===== src/rtl/posit_norm_adjust_if.sv =====
// Operand/result bundle between the posit multiplier core, the normalisation
// stage and the posit encoder.
//
// Handshake: a transfer happens on a rising clk edge where valid and ready
// are both high. in_valid/in_ready move operands into the block. Once
// out_valid is raised, it and every result field stay stable until an edge
// with out_ready high.
interface posit_norm_adjust_if #(
    parameter int MANT_W  = 64,
    parameter int SCALE_W = 10,
    parameter int ES      = 3
);
    localparam int SH_W = $clog2(MANT_W);

    logic                    in_valid;
    logic                    in_ready;
    logic [SCALE_W-1:0]      scale_in;
    logic [MANT_W-1:0]       mant_in;
    logic                    out_valid;
    logic                    out_ready;
    logic [SCALE_W-1:0]      scale_out;
    logic [MANT_W-1:0]       mant_out;
    logic [SH_W-1:0]         shift_amt;
    logic                    right_sh;
    logic                    sticky;
    logic                    zero;
    logic                    sat;
    logic [ES-1:0]           exp_out;
    logic [SCALE_W-ES-2:0]   regime_out;
    logic                    scale_sign;

    // Normalisation stage side
    modport slave (
        input  in_valid, scale_in, mant_in, out_ready,
        output in_ready, out_valid, scale_out, mant_out, shift_amt, right_sh,
               sticky, zero, sat, exp_out, regime_out, scale_sign
    );

    // Producer / consumer side
    modport master (
        output in_valid, scale_in, mant_in, out_ready,
        input  in_ready, out_valid, scale_out, mant_out, shift_amt, right_sh,
               sticky, zero, sat, exp_out, regime_out, scale_sign
    );
endinterface


===== src/rtl/posit_norm_adjust.sv =====
// Posit product normalisation: moves the hidden bit of the mantissa product
// to bit MANT_W-2. It shifts left by up to SHIFT_STEP bits per cycle, or right
// by one bit with a sticky bit. The scale is adjusted with saturation, and
// the registered result is split into exponent, regime and sign fields.
module posit_norm_adjust #(
    parameter int MANT_W     = 64,
    parameter int SCALE_W    = 10,
    parameter int ES         = 3,
    parameter int SHIFT_STEP = 4
) (
    input  logic                 clk,
    input  logic                 reset_n,
    posit_norm_adjust_if.slave   bus,
    output logic [1:0]           state_dbg
);
    localparam int SH_W = $clog2(MANT_W);

    typedef enum logic [1:0] {
        IDLE = 2'd0,
        NORM = 2'd1,
        HOLD = 2'd2
    } state_t;

    state_t state, state_nx;

    // Working registers for the operand in flight
    logic [MANT_W-1:0]  m_q, m_nx;
    logic [SCALE_W-1:0] sc_q, sc_nx;
    logic [SH_W-1:0]    cnt_q, cnt_nx;
    logic               sat_q, sat_nx;

    // Published result registers
    logic               ov_q, ov_nx;
    logic [SCALE_W-1:0] so_q, so_nx;
    logic [MANT_W-1:0]  mo_q, mo_nx;
    logic [SH_W-1:0]    sa_q, sa_nx;
    logic               rs_q, rs_nx;
    logic               st_q, st_nx;
    logic               z_q, z_nx;
    logic               sat_o_q, sat_o_nx;

    logic [SH_W-1:0]    lz;
    logic [SH_W-1:0]    k;
    logic [SCALE_W:0]   sc_ext, sc_dec, sc_inc;

    // Signed overflow of a SCALE_W+1 bit result shows up as its top two bits differing
    function automatic logic ovf(input logic [SCALE_W:0] v);
        return v[SCALE_W] ^ v[SCALE_W-1];
    endfunction

    function automatic logic [SCALE_W-1:0] clamp(input logic [SCALE_W:0] v);
        if (ovf(v))
            return v[SCALE_W] ? {1'b1, {(SCALE_W-1){1'b0}}} : {1'b0, {(SCALE_W-1){1'b1}}};
        return v[SCALE_W-1:0];
    endfunction

    // Leading-zero count of m[MANT_W-2:0]; the highest set bit wins
    always_comb begin
        lz = SH_W'(MANT_W - 1);
        for (int i = 0; i < MANT_W - 1; i++) begin
            if (m_q[i]) lz = SH_W'(MANT_W - 2 - i);
        end
    end

    assign k      = (lz < SH_W'(SHIFT_STEP)) ? lz : SH_W'(SHIFT_STEP);
    assign sc_ext = {sc_q[SCALE_W-1], sc_q};
    assign sc_dec = sc_ext - (SCALE_W+1)'(k);
    assign sc_inc = sc_ext + 1'b1;

    // State register; reset aborts any operand in flight
    always_ff @(posedge clk or negedge reset_n) begin
        if (!reset_n) state <= IDLE;
        else          state <= state_nx;
    end

    // Next state and next datapath values
    always_comb begin
        state_nx = state;
        m_nx     = m_q;
        sc_nx    = sc_q;
        cnt_nx   = cnt_q;
        sat_nx   = sat_q;
        ov_nx    = ov_q;
        so_nx    = so_q;
        mo_nx    = mo_q;
        sa_nx    = sa_q;
        rs_nx    = rs_q;
        st_nx    = st_q;
        z_nx     = z_q;
        sat_o_nx = sat_o_q;
        case (state)
            IDLE: begin
                if (bus.in_valid) begin
                    m_nx     = bus.mant_in;
                    sc_nx    = bus.scale_in;
                    cnt_nx   = '0;
                    sat_nx   = 1'b0;
                    state_nx = NORM;
                end
            end
            NORM: begin
                if (m_q == '0) begin
                    ov_nx = 1'b1; z_nx = 1'b1; so_nx = '0; mo_nx = '0; sa_nx = '0;
                    rs_nx = 1'b0; st_nx = 1'b0; sat_o_nx = 1'b0;
                    state_nx = HOLD;
                end else if (m_q[MANT_W-1]) begin
                    ov_nx = 1'b1; z_nx = 1'b0; mo_nx = m_q >> 1; sa_nx = cnt_q;
                    rs_nx = 1'b1; st_nx = m_q[0];
                    so_nx = clamp(sc_inc);
                    sat_o_nx = sat_q | ovf(sc_inc);
                    state_nx = HOLD;
                end else if (m_q[MANT_W-2]) begin
                    ov_nx = 1'b1; z_nx = 1'b0; mo_nx = m_q; sa_nx = cnt_q;
                    rs_nx = 1'b0; st_nx = 1'b0; so_nx = sc_q; sat_o_nx = sat_q;
                    state_nx = HOLD;
                end else begin
                    // Keep shifting after a clamp so the mantissa is still normalised
                    m_nx   = m_q << k;
                    cnt_nx = cnt_q + k;
                    sc_nx  = clamp(sc_dec);
                    sat_nx = sat_q | ovf(sc_dec);
                end
            end
            HOLD: begin
                if (bus.out_ready) begin
                    ov_nx    = 1'b0;
                    state_nx = IDLE;
                end
            end
            default: state_nx = IDLE;
        endcase
    end

    // Working and result registers
    always_ff @(posedge clk or negedge reset_n) begin
        if (!reset_n) begin
            m_q <= '0; sc_q <= '0; cnt_q <= '0; sat_q <= 1'b0;
            ov_q <= 1'b0; so_q <= '0; mo_q <= '0; sa_q <= '0;
            rs_q <= 1'b0; st_q <= 1'b0; z_q <= 1'b0; sat_o_q <= 1'b0;
        end else begin
            m_q <= m_nx; sc_q <= sc_nx; cnt_q <= cnt_nx; sat_q <= sat_nx;
            ov_q <= ov_nx; so_q <= so_nx; mo_q <= mo_nx; sa_q <= sa_nx;
            rs_q <= rs_nx; st_q <= st_nx; z_q <= z_nx; sat_o_q <= sat_o_nx;
        end
    end

    assign bus.in_ready   = (state == IDLE);
    assign bus.out_valid  = ov_q;
    assign bus.scale_out  = so_q;
    assign bus.mant_out   = mo_q;
    assign bus.shift_amt  = sa_q;
    assign bus.right_sh   = rs_q;
    assign bus.sticky     = st_q;
    assign bus.zero       = z_q;
    assign bus.sat        = sat_o_q;
    assign bus.exp_out    = so_q[ES-1:0];
    assign bus.regime_out = so_q[SCALE_W-2:ES];
    assign bus.scale_sign = so_q[SCALE_W-1];
    assign state_dbg      = state;
endmodule


===== src/flat_wrapper.sv =====
// flat-port wrapper written by rule: the top's interface ports become plain ports
module posit_norm_adjust_flat 
#(
    parameter int MANT_W     = 64,
    parameter int SCALE_W    = 10,
    parameter int ES         = 3,
    parameter int SHIFT_STEP = 4
)
  (clk, reset_n, state_dbg, bus_in_valid, bus_scale_in, bus_mant_in, bus_out_ready, bus_in_ready, bus_out_valid, bus_scale_out, bus_mant_out, bus_shift_amt, bus_right_sh, bus_sticky, bus_zero, bus_sat, bus_exp_out, bus_regime_out, bus_scale_sign);
  posit_norm_adjust_if #(.MANT_W(MANT_W), .SCALE_W(SCALE_W), .ES(ES)) bus_i ();
  input  logic clk;
  input  logic reset_n;
  output logic [1:0] state_dbg;
  input wire logic [$bits(bus_i.in_valid)-1:0] bus_in_valid;
  input wire logic [$bits(bus_i.scale_in)-1:0] bus_scale_in;
  input wire logic [$bits(bus_i.mant_in)-1:0] bus_mant_in;
  input wire logic [$bits(bus_i.out_ready)-1:0] bus_out_ready;
  output wire logic [$bits(bus_i.in_ready)-1:0] bus_in_ready;
  output wire logic [$bits(bus_i.out_valid)-1:0] bus_out_valid;
  output wire logic [$bits(bus_i.scale_out)-1:0] bus_scale_out;
  output wire logic [$bits(bus_i.mant_out)-1:0] bus_mant_out;
  output wire logic [$bits(bus_i.shift_amt)-1:0] bus_shift_amt;
  output wire logic [$bits(bus_i.right_sh)-1:0] bus_right_sh;
  output wire logic [$bits(bus_i.sticky)-1:0] bus_sticky;
  output wire logic [$bits(bus_i.zero)-1:0] bus_zero;
  output wire logic [$bits(bus_i.sat)-1:0] bus_sat;
  output wire logic [$bits(bus_i.exp_out)-1:0] bus_exp_out;
  output wire logic [$bits(bus_i.regime_out)-1:0] bus_regime_out;
  output wire logic [$bits(bus_i.scale_sign)-1:0] bus_scale_sign;
  assign bus_i.in_valid = bus_in_valid;
  assign bus_i.scale_in = bus_scale_in;
  assign bus_i.mant_in = bus_mant_in;
  assign bus_i.out_ready = bus_out_ready;
  assign bus_in_ready = bus_i.in_ready;
  assign bus_out_valid = bus_i.out_valid;
  assign bus_scale_out = bus_i.scale_out;
  assign bus_mant_out = bus_i.mant_out;
  assign bus_shift_amt = bus_i.shift_amt;
  assign bus_right_sh = bus_i.right_sh;
  assign bus_sticky = bus_i.sticky;
  assign bus_zero = bus_i.zero;
  assign bus_sat = bus_i.sat;
  assign bus_exp_out = bus_i.exp_out;
  assign bus_regime_out = bus_i.regime_out;
  assign bus_scale_sign = bus_i.scale_sign;
  posit_norm_adjust #(.MANT_W(MANT_W), .SCALE_W(SCALE_W), .ES(ES), .SHIFT_STEP(SHIFT_STEP)) u_core (.clk(clk), .reset_n(reset_n), .bus(bus_i), .state_dbg(state_dbg));
endmodule

===== config.mk =====
export PLATFORM = sky130hd
export DESIGN_NAME = posit_norm_adjust_flat
export DESIGN_NICKNAME = d
export VERILOG_FILES = /design/src/rtl/posit_norm_adjust_if.sv /design/src/rtl/posit_norm_adjust.sv /design/src/flat_wrapper.sv
export SDC_FILE = /design/constraint.sdc
export NUM_CORES = 1
export LEC_CHECK = 0
export CAP_MARGIN = 30
export CORE_ASPECT_RATIO = 0.7
export CORE_MARGIN = 2
export CORE_UTILIZATION = 49
export DETAILED_ROUTE_END_ITERATION = 10
export GPL_TIMING_DRIVEN = 0
export PLACE_DENSITY = 0.79
export SLEW_MARGIN = 20
export SYNTH_ARGS = -nofsm -noshare
export SYNTH_HDL_FRONTEND = slang
export SYNTH_SLANG_ARGS = --single-unit

===== constraint.sdc =====
create_clock -name clk -period 4 [get_ports clk]
set_clock_uncertainty 0.1 [all_clocks]
set_input_delay 0.8 -clock clk [delete_from_list [all_inputs] [get_ports clk]]
set_output_delay 0.8 -clock clk [all_outputs]
set_load 0.05 [all_outputs]

==> flow_summary.ini <==
[clocking]
clockRootBuffer = clkbuf_16
cts_sinks = 167
cts_hold_buf = 0
cts.htree.levels = 4
cts_made_buffers = 17
path_clk_slew_ns = 0.07
clockBufferDepth = 2
cts_tree = yes
clkLatencyLatePin_ns = 0.44

[timing]
maxSlewHeadroom_pct = 36.1
fin_crit_sh_pct = 95.3
hold-worst-slack_ns = 0.225
fin_ws_ns = 0.190
grt_setup_unrepaired = no
period_needed_ns = 3.81
worst_pin_slew_ns = 0.958
fmax_ghz = 0.262
hold_viol = 0
setup_violations = 0
maxSlewViolCount = 0

[power_and_ir_drop]
vdd_drop_max_v = 0.000600
power_density_nw_per_um2 = 1010
p_total_mw = 13.8
leakagePower_nw = 5.62

[routing]
wl_mm = 41.0
viasPerCell = 6.48
drt-initial-drc-count = 1786
drc = 0
vias = 11327
dr.pass1.iters = 8
detail-route-antenna-nets = 0
wire_per_inst_um = 23.4

[global_routing]
track_usage_pct = 35.4
grt_max_degree = 89
grt_antenna_before_repair = 0
grt_pass1_vias = 10511
grt_overflow_total = 0
grt_pass1_wl_mm = 62.8

[setup_path]
critical_path_class = register to register
reg2regPathDepth = 17
worstPathRequired_ns = 4.21
crit_buf_inv = 6
slowest_delay_ns = 0.42
worstPathCellList = buf_4 > nor2b_1 > o21bai_2 > clkinv_2 > clkbuf_8 > clkbuf_8 > ha_1 > inv_1 > fa_1 > a21o_1 > a21oi_2 > and3_4 > nor3b_4 > mux2i_4 > buf_4 > a21oi_1 > o21ai_0
r2r-end = u_core.sc_q[3]$_DFFE_PN0P_
cp-end-kind = register
reg2reg_from = u_core.m_q[59]$_DFFE_PN0P_
crit_family = buffers and inverters
critPathMaxFanout = 11
crit_slowest_cell = fa_1
worstSetupStartpointType = register
cp.arrival_ns = 4.02
ff2ff_setup_slack_ns = 0.19

[die]
coreArea_um2 = 21600
start_util_pct = 49.9
num_rows = 45
die_x_um = 181
die_h_um = 128
die_area_um2 = 23200
boundaryPins = 176

[cells_and_area]
final_nets = 1549
drive_above_1_share_pct = 8.04
diodes = 0
area_delta_synth_final_pct = 26.9

[logic_synthesis]
synthFlopType = dfrtp_1
ys_types = 68
synth_edf_count = 0
yosysTopAreaCell = dfrtp_1
yosys_register_bits = 167
synthTopCellsByCount = 201 x nand2_1, 167 x dfrtp_1, 105 x o21ai_0
netlist_area_um2 = 10800
synth_most_common_cell = nand2_1
syn_avg_cell_area_um2 = 8.63
async_flop_share_pct = 100
synth_cells = 1250
seq_area_frac_synth_pct = 38.7
ys_warn_count = 0
yosys.area.top_type_share_pct = 38.7
synth.area.top_cells = dfrtp_1 39%, mux2i_1 7.7%, nand2_1 7.0%, o21ai_0 4.9%, nor3b_1 3.8%

[worst_hold_path]
min_path_type = input pin to asynchronous set/reset pin

[placed_design]
hpwl_mm = 29.7
port_buffers = 174
pre_cts_slack_ns = -1.19
routabilityCongestion = 1.01

[status]
outcome = completed

[flow_run]
maxCapViolCount = 0
-- routing by layer --
metal / wire length [um] / up-vias / GRT usage [%]
met4: 1570 / 2 / 12.9
met1: 17700 / 5393 / 52.0
met3: 5360 / 127 / 10.8
li1: - / 4966 / -
met2: 16300 / 839 / 48.6
met5: 69 / - / 2.32
-- area by class of cell --
cell class,instances,area (um2)
plain buffers,146,693
clock buffers,22,474
clock inverters,9,118
fillers,1883,7930
inverters,33,129
multi-input cells,906,5910
flip-flops and latches,167,4180
well taps,282,353
repair buffers,184,1840
-- flip-flops by register name (all words and copies together) (netlist names), 2 cells and up --
register              flops
u_core.sc_q              10
u_core.cnt_q              6
u_core.bus.scale_out     10
u_core.m_q               64
u_core.bus.mant_out      63
u_core.state_dbg          2
u_core.bus.shift_amt      6
-- power breakdown --
part           switching (mW)  internal, mW  total, mW
clock                   0.733         0.973       1.71
sequential              0.659          2.46       3.12
combinational            5.98          3.01       8.99
total                    7.37          6.45       13.8
-- metrics by stage --
stage	TNS (ns)	util [%]	cell area [um2]	cells
final	0	63.3	13700	1749
after global routing	0	63.3	13700	1749
after CTS	0	63.1	13600	1744
after detailed placement	-10.70	59.9	12900	1710
after global placement	-842.87	59.7	12900	1709
after floorplan	0	-	10800	1253
-- kinds of logic (layout without fill, tap and decap cells) --
group | after synthesis | after routing | share of synthesized area, %
simple gates | 418 | 418 | 18.9
compound gates | 364 | 364 | 22.6
other cells | 2 | 5 | 0.0696
buf+inv | 181 | 394 | 7.33
mux | 93 | 94 | 9.68
fa+ha+maj | 16 | 16 | 1.99
xor+xnor | 9 | 9 | 0.731
flops | 167 | 167 | 38.7
-- placed cells by master, fill, tap and decap left out, types with 32 or more instances in the layout --
cell type,instances
clkbuf_1,92
dfrtp_1,167
mux2i_1,82
nand2_1,201
nor3b_1,54
o21ai_1,32
a21oi_1,49
o21ai_0,104
a221oi_1,46
clkdlybuf4s50_1,173
nor2_1,51
-- worst max-delay path by stage --
stage / to / slack, ns / start / cells past startpoint
after floorplan: u_core.sc_q[6]$_DFFE_PN0P_ / 0.04 / u_core.m_q[59]$_DFFE_PN0P_ / 16
after global placement: u_core.bus.mant_out[10]$_DFFE_PN0P_ / -5.01 / reset_n / 1
after detailed placement: u_core.sc_q[6]$_DFFE_PN0P_ / -1.19 / u_core.m_q[59]$_DFFE_PN0P_ / 15
after CTS: u_core.sc_q[3]$_DFFE_PN0P_ / 0.07 / u_core.m_q[59]$_DFFE_PN0P_ / 17
after global routing: u_core.sc_q[3]$_DFFE_PN0P_ / 0.01 / u_core.m_q[59]$_DFFE_PN0P_ / 17
final: u_core.sc_q[3]$_DFFE_PN0P_ / 0.19 / u_core.m_q[59]$_DFFE_PN0P_ / 17
-- worst reg2reg max path: stages, from the launching register on --
cell	delay, ns
dfrtp_1	0.41
buf_4	0.21
nor2b_1	0.18
o21bai_2	0.13
clkinv_2	0.12
clkbuf_8	0.20
clkbuf_8	0.24
ha_1	0.20
inv_1	0.06
fa_1	0.42
a21o_1	0.21
a21oi_2	0.18
and3_4	0.25
nor3b_4	0.27
mux2i_4	0.14
buf_4	0.17
a21oi_1	0.11
o21ai_0	0.10
-- timing repair --
item / CTS / global route
cloned: 1 / 0
gates resized for setup: 20 / 9
endpoints found under the setup margin: 11 / 9
pin swaps: 1 / 2
hold endpoints to repair: 0 / 0
setup buffers: 4 / 5
No activity file was read; power rests on OpenSTA's default activity.
